### config.mk
export PLATFORM = sky130hd
export DESIGN_NAME = axilite_write_master
export DESIGN_NICKNAME = d
export VERILOG_FILES = /design/src/rtl/axilite_pkg.sv /design/src/rtl/axilite_sat_counter.sv /design/src/rtl/axilite_write_master.sv
export SDC_FILE = /design/constraint.sdc
export NUM_CORES = 1
export LEC_CHECK = 0
export ABC_CLOCK_PERIOD_IN_PS = 3300
export CORE_UTILIZATION = 46
export CTS_CLUSTER_SIZE = 30
export DETAILED_ROUTE_END_ITERATION = 7
export PLACE_DENSITY = 0.86
export SYNTH_ARGS = -nofsm -noshare
export SYNTH_HDL_FRONTEND = slang
export SYNTH_SLANG_ARGS = --single-unit
### constraint.sdc
create_clock -name clk -period 3.3 [get_ports clk]
set_clock_uncertainty 0.05 [all_clocks]
set_input_delay 0.825 -clock clk [delete_from_list [all_inputs] [get_ports clk]]
set_output_delay 0.825 -clock clk [all_outputs]
set_load 0.005 [all_outputs]
### src/rtl/axilite_pkg.sv
// Shared AXI-Lite definitions: response codes and the write-master FSM state encoding.
// Every axilite block imports this so response decoding stays consistent.
package axilite_pkg;

   localparam logic [1:0] AXI_RESP_OKAY   = 2'd0;
   localparam logic [1:0] AXI_RESP_EXOKAY = 2'd1;
   localparam logic [1:0] AXI_RESP_SLVERR = 2'd2;
   localparam logic [1:0] AXI_RESP_DECERR = 2'd3;

   typedef enum logic [1:0] {
      ST_IDLE = 2'd0,
      ST_XFER = 2'd1,
      ST_RESP = 2'd2,
      ST_DONE = 2'd3
   } axi_wr_state_e;

endpackage

### src/rtl/axilite_sat_counter.sv
// Up-counter that sticks at all-ones instead of wrapping.
// 'clear' is synchronous and has priority over 'inc'.
module axilite_sat_counter #(
   parameter int WIDTH = 16
) (
   input  logic             clk,
   input  logic             clear,
   input  logic             inc,
   output logic [WIDTH-1:0] count
);

   always_ff @(posedge clk) begin
      if (clear) begin
         count <= '0;
      end else if (inc && (count != '1)) begin
         count <= count + WIDTH'(1);
      end
   end

endmodule

### src/rtl/axilite_write_master.sv
// Single-outstanding AXI-Lite write master: takes one command, issues AW and W in
// parallel, waits for B, then reports the response and keeps write/error counts.
module axilite_write_master
   import axilite_pkg::*;
#(
   parameter int         ADDR_SIZE   = 32,
   parameter int         DATA_WIDTH  = 32,
   parameter logic [1:0] RESP_OKAY   = AXI_RESP_OKAY,
   parameter logic [1:0] RESP_EXOKAY = AXI_RESP_EXOKAY,
   parameter logic [1:0] RESP_SLVERR = AXI_RESP_SLVERR,
   parameter logic [1:0] RESP_DECERR = AXI_RESP_DECERR,
   parameter int         CNT_WIDTH   = 16
) (
   input  logic                    clk,
   input  logic                    rst,
   input  logic [ADDR_SIZE-1:0]    cmd_addr,
   input  logic [DATA_WIDTH-1:0]   cmd_data,
   input  logic [DATA_WIDTH/8-1:0] cmd_strb,
   input  logic                    cmd_valid,
   output logic                    cmd_ready,
   output logic [ADDR_SIZE-1:0]    awaddr,
   output logic                    awvalid,
   input  logic                    awready,
   output logic [DATA_WIDTH-1:0]   wdata,
   output logic [DATA_WIDTH/8-1:0] wstrb,
   output logic                    wvalid,
   input  logic                    wready,
   input  logic [1:0]              bresp,
   input  logic                    bvalid,
   output logic                    bready,
   output logic [1:0]              res_resp,
   output logic                    res_valid,
   input  logic                    res_ready,
   output logic [CNT_WIDTH-1:0]    wr_count,
   output logic [CNT_WIDTH-1:0]    err_count
);

   localparam int STRB_WIDTH = DATA_WIDTH / 8;

   axi_wr_state_e state, state_next;

   logic [ADDR_SIZE-1:0]  addr_q;
   logic [DATA_WIDTH-1:0] data_q;
   logic [STRB_WIDTH-1:0] strb_q;
   logic                  aw_done, w_done;
   logic [1:0]            resp_q;
   logic                  aw_hs, w_hs, b_hs, b_is_err;

   // Handshakes derived from state and done flags, not from the valid outputs,
   // so the next-state logic below has no combinational loop through awvalid/wvalid.
   assign aw_hs = (state == ST_XFER) && !aw_done && awready;
   assign w_hs  = (state == ST_XFER) && !w_done && wready;
   assign b_hs  = (state == ST_RESP) && bvalid;

   // EXOKAY counts as success; the two remaining codes are the error cases.
   assign b_is_err = (bresp != RESP_OKAY) && (bresp != RESP_EXOKAY) &&
                     ((bresp == RESP_SLVERR) || (bresp == RESP_DECERR));

   always_ff @(posedge clk) begin
      if (rst) begin
         state <= ST_IDLE;
      end else begin
         state <= state_next;
      end
   end

   always_comb begin
      state_next = state;
      cmd_ready  = 1'b0;
      awvalid    = 1'b0;
      wvalid     = 1'b0;
      bready     = 1'b0;
      res_valid  = 1'b0;
      unique case (state)
         ST_IDLE: begin
            cmd_ready = 1'b1;
            if (cmd_valid) state_next = ST_XFER;
         end
         ST_XFER: begin
            awvalid = !aw_done;
            wvalid  = !w_done;
            if ((aw_done || aw_hs) && (w_done || w_hs)) state_next = ST_RESP;
         end
         ST_RESP: begin
            bready = 1'b1;
            if (bvalid) state_next = ST_DONE;
         end
         ST_DONE: begin
            res_valid = 1'b1;
            if (res_ready) state_next = ST_IDLE;
         end
         default: state_next = ST_IDLE;
      endcase
   end

   // Payload is captured only on command acceptance, so it stays put for the
   // whole transaction regardless of what the issuer does meanwhile.
   always_ff @(posedge clk) begin
      if (rst) begin
         addr_q <= '0;
         data_q <= '0;
         strb_q <= '0;
      end else if ((state == ST_IDLE) && cmd_valid) begin
         addr_q <= cmd_addr;
         data_q <= cmd_data;
         strb_q <= cmd_strb;
      end
   end

   always_ff @(posedge clk) begin
      if (rst || (state == ST_IDLE)) begin
         aw_done <= 1'b0;
         w_done  <= 1'b0;
      end else begin
         if (aw_hs) aw_done <= 1'b1;
         if (w_hs)  w_done  <= 1'b1;
      end
   end

   always_ff @(posedge clk) begin
      if (rst) begin
         resp_q <= RESP_OKAY;
      end else if (b_hs) begin
         resp_q <= bresp;
      end
   end

   assign awaddr   = addr_q;
   assign wdata    = data_q;
   assign wstrb    = strb_q;
   assign res_resp = resp_q;

   axilite_sat_counter #(.WIDTH(CNT_WIDTH)) u_wr_counter (
      .clk   (clk),
      .clear (rst),
      .inc   (b_hs),
      .count (wr_count)
   );

   axilite_sat_counter #(.WIDTH(CNT_WIDTH)) u_err_counter (
      .clk   (clk),
      .clear (rst),
      .inc   (b_hs && b_is_err),
      .count (err_count)
   );

endmodule
# --- Yosys cells after proc, flatten, opt, wreduce, memory -nomap -nowiden ---
# Index checks and enable logic that the tools add are counted.
totals:
  output_inout_bits: 107
  reg_bits: 106
classes:
  eq_ne: 12
  n_reduce_logical: 21
  addsub: 2
  muxes: 10
ops:
  columns: ["op", "count"]
  rows:
  - ["$add 16x1->16 const B", 2]
  - ["$ne 16x16->1 const B", 2]
  - ["$logic_and 1x1->1", 12]
  - ["$eq 2x2->1 const B", 4]
  - ["$mux 2", 4]
  - ["$pmux 2 s4", 1]
  - ["$ne 2x2->1 const B", 3]
  - ["$mux 1", 5]
  - ["$logic_or 1x1->1", 4]
  - ["$ne 2x1->1 const B", 2]
  - ["$reduce_and 4->1", 1]
  - ["$eq 2x1->1 const B", 1]
  - ["$logic_not 1->1", 2]
  - ["$logic_not 2->1", 1]
  - ["$reduce_bool 2->1", 1]

# --- Logic depth before layout (Yosys ltp) ---
depth:
  depth_word: 7
  depth_mapped: 8
  ltp_nobuf: 6

# --- Modules after synthesis ---
# Synthesis repeated with hierarchy kept, for this count alone.
hier_totals:
  cells_unflattened: 535
  hier_area_um2: 4418.0
modules_own_cells:
  columns: ["module", "area_each_um2", "seq_area_each_um2", "cells_each", "n_inst"]
  rows:
  - ["axilite_write_master", 2721.4, 1481.4, 337, 1]
  - ["axilite_sat_counter", 848.3, 320.3, 99, 2]

# --- Least setup slack after synthesis ---
# OpenSTA, ideal clock, no wires.
synth_timing:
  path_kind: "input port to flip-flop"
  from: "input bvalid"
  to: "register u_err_counter.count[14]"
  setup_time_ps: 70
  setup_slack_ps: 1341
  path_buffers: 0
  stages: 4
  t_arrival_ps: 1839
  cell_sequence: "and4_4 -> nand4_4 -> or4_1 -> a21oi_1"
synth_via:
  elab_chain_cells: 3
synth_lines:
  columns: ["element", "line_no", "rtl"]
  rows:
  - ["start: declaration", "axilite_write_master.sv:29", "input logic bvalid,"]
  - ["$logic_and 1x1->1", "axilite_write_master.sv:53", "assign b_hs = (state == ST_RESP) && bvalid;"]
  - ["$logic_and 1x1->1", "axilite_write_master.sv:143", ".inc (b_hs && b_is_err),"]
  - ["$logic_and 1x1->1", "axilite_sat_counter.sv:15", "end else if (inc && (count != '1)) begin"]
  - ["end signal: assignment", "axilite_sat_counter.sv:16", "count <= count + WIDTH'(1);"]
  - ["end: declaration", "axilite_sat_counter.sv:9", "output logic [WIDTH-1:0] count"]
# Every way passes these cells.
# A chain may end at the register's enable or synchronous reset.

# --- Final worst setup path ---
layout_timing:
  from: "register state[1]"
  to: "output awvalid"
layout_via:
  elab_chain_cells: 2
layout_lines:
  columns: ["element", "line_no", "rtl"]
  rows:
  - ["start: declaration", "axilite_write_master.sv:40", "axi_wr_state_e state, state_next;"]
  - ["start signal: assignment", "axilite_write_master.sv:63", "state <= state_next;"]
  - ["$eq 2x1->1", "axilite_write_master.sv:74", "unique case (state)"]
  - ["$mux 1", "axilite_write_master.sv:74", null]
  - ["end: declaration", "axilite_write_master.sv:22", "output logic awvalid,"]
# Every way passes these cells.

==> qor.txt <==
Area Growth Syn to Fin: 48.0%
Post-synth EDFFs: 0
Worst Setup Slack, final: 0.664 ns
Mean Syn Cell Area: 8.24 sq um
CTS-repair resized insts: 0
Chip height: 99.1 um
Global-route usage over all layers: 24.8%
Initial Utilization: 47.2%
Final cell count without fillers: 813
RSZ-0062 raised after global routing: false
Max Cap Viol: 0
Post-DP HPWL: 9110 um
Commonest non-fill, non-tap cells in the layout: clkdlybuf4s50_1 (182), nand2_1 (152), dfxtp_1 (106)
Clk_lat worst skew: 0.36 ns
Final Power: 3.44 mW
Post-CTS setup repair buffer count: 0
Min Hold Slack: 0.409 ns
Commonest non-fill, non-tap cell in the layout: clkdlybuf4s50_1
Synth cell types: 49
Row count: 35
Vias per inst: 5.48
Initial DRC count: 240
Layout cells sized above 1: 5.27%
Slew Limit Fails: 0
Peak supply drop: 0.296 mV
Fin crit share: 79.9%
GRT overflow: 0
ANT nets after route: 0
Fin nets: 780
Die area: 9820 sq um
Via count: 4,457
CP top delay family: buffers and inverters
Post-Syn Area: 4340 sq um
Warnings, synthesis: 0
Mux share of post-synthesis cell area: 0.462%
Sink Count: 106
Placed Cells: 797
Worst-path clk slew: 0.11 ns
PwrDens: 536 nW/um^2
Fmax: 379 MHz
Setup TNS: 0 ns
CTS Buf Count: 9
H-tree depth: 3
Placed instance area: 6230 sq um
Largest family of logic cells by synthesized area: simple AND/OR/NAND/NOR gates
Die W: 99.1 um
Synthesized flop and latch total: 106
Crit path DAT: 1.76 ns
Post-synth top area cell: dfxtp_1
Crit Path Max Fanout: 5
Max stage delay on crit path: 0.56 ns
Syn Nets: 609
Hold Buf Count CTS: 0
Final hold vios: 0
Core Region: 9200 sq um
CP Cell Sequence: inv_1, ha_1, nor2b_1, clkdlybuf4s50_1
Complex-gate fraction of the synthesized area: 17.7%
Slowest-stage cell, CP: clkdlybuf4s50_1
Worst setup path class: reg -> out
Diode count: 0
Ys async rst share: 0%
Register area share after synthesis: 48.9%
Post-placement worst setup slack: 0.673 ns
CTS Root Buffer Type: clkbuf_8
Crit end category: primary output
Drc violations: 0
Hold Path Class: reg -> reg
Final Util: 69.8%
Slew HR: 36.1%
Largest net degree at the start of global routing: 55
Routability congestion estimate: 0.826
Final setup vio count: 0
Post-synth top area share: 48.9%
Xor and xnor area share after synthesis: 0%
Slew @ Worst Pin: 0.950 ns
LEAKAGE: 2.24 nW
First-pass GRT wire length: 19,700 um
IO buf count: 183
Routed len/inst: 15.3 um
Design area: 6420 sq um
Initial antenna violation count: 0
CTS tree: built
Drt first pass iters: 5
Top post-synthesis cells by area: dfxtp_1 (49%), nand2_1 (13%), a21oi_1 (11%)
CP bufs+invs: 2
Setup crit start kind: flip-flop
CP Data Required Time: 2.42 ns
Commonest register cell after synthesis: dfxtp_1
Final min period: 2.64 ns
Clock buffer depth: 2
Vias in the first global route: 4,080
Synth Area in Adders: 1.73%
Simple logic cell fraction of the synthesized area: 27.8%
IO Pins: 184
Cell count after synthesis: 526
Drt total wl: 12,400 um
Outcome: complete, no violations
[per-layer routing]
| layer | track usage (%) | up-vias | wire, um | part of all wire, % |
|---|---|---|---|---|
| met3 | 4.43 | 17 | 776 | 6.2 |
| met2 | 45.2 | 164 | 6340 | 51 |
| met5 | 0 | - | 0 | 0 |
| li1 | - | 2185 | - | - |
| met1 | 29.7 | 2091 | 5100 | 41 |
| met4 | 8.03 | 0 | 219 | 1.8 |
[path summary, 6_finish.rpt]
| check | start | end | slack [ns] | depth (start not counted) |
|---|---|---|---|---|
| worst max-delay path | state[1] | awvalid | 0.66 | 4 |
| worst min register to register | awaddr[7] | awaddr[7] | 0.41 | 2 |
| worst max register to register | u_wr_counter.count[4] | u_wr_counter.count[1] | 1.13 | 4 |
| worst min-delay path | awaddr[7] | awaddr[7] | 0.41 | 2 |
[tightest hold or removal path, cell delays in order, from the launching register on]
cell,delay [ns]
dfxtp_1,0.32
nand2_1,0.05
a21oi_1,0.05
[area by class of cell]
cell class	count	area [sq um]
clock buffer	10	138
clock inverter	6	47.5
fill	738	2780
inverter	7	26.3
multi-input combinational	385	2070
sequential	106	2120
tap	111	139
timing repair buffer	188	1880
[cell usage after synthesis, drive strengths merged, types with 6 or more instances]
cell type,count
a21oi,93
buf,13
clkbuf,15
dfxtp,106
ha,6
inv,7
nand2,153
nand3,13
nand4,11
nor2,12
nor2b,6
nor3,13
nor4,6
o21ai,7
o31ai,10
or4,11
[registers in the layout, summed over array words and instances, names as in the netlist]
signal	count
aw_done	1
awaddr	32
res_resp	2
state	2
u_err_counter.count	16
u_wr_counter.count	16
w_done	1
wdata	32
wstrb	4
[power breakdown]
| group | total [mW] | leakage (nW) | switching, mW | internal, mW |
|---|---|---|---|---|
| Sequential | 1.55 | 0.864 | 0.0992 | 1.45 |
| Combinational | 1.13 | 1.28 | 0.545 | 0.588 |
| Clock | 0.756 | 0.0937 | 0.452 | 0.304 |
| Total | 3.44 | 2.24 | 1.10 | 2.35 |
[kinds of logic (layout without fill, tap and decap cells)]
family,Yosys count,after routing
AOI/OAI and AO/OA,133,133
DFF,106,106
muxes,2,2
adders and majority gates,6,6
and+or+nand+nor,244,244
buffers and inverters,35,211
Power figures use the tool's default switching activity.
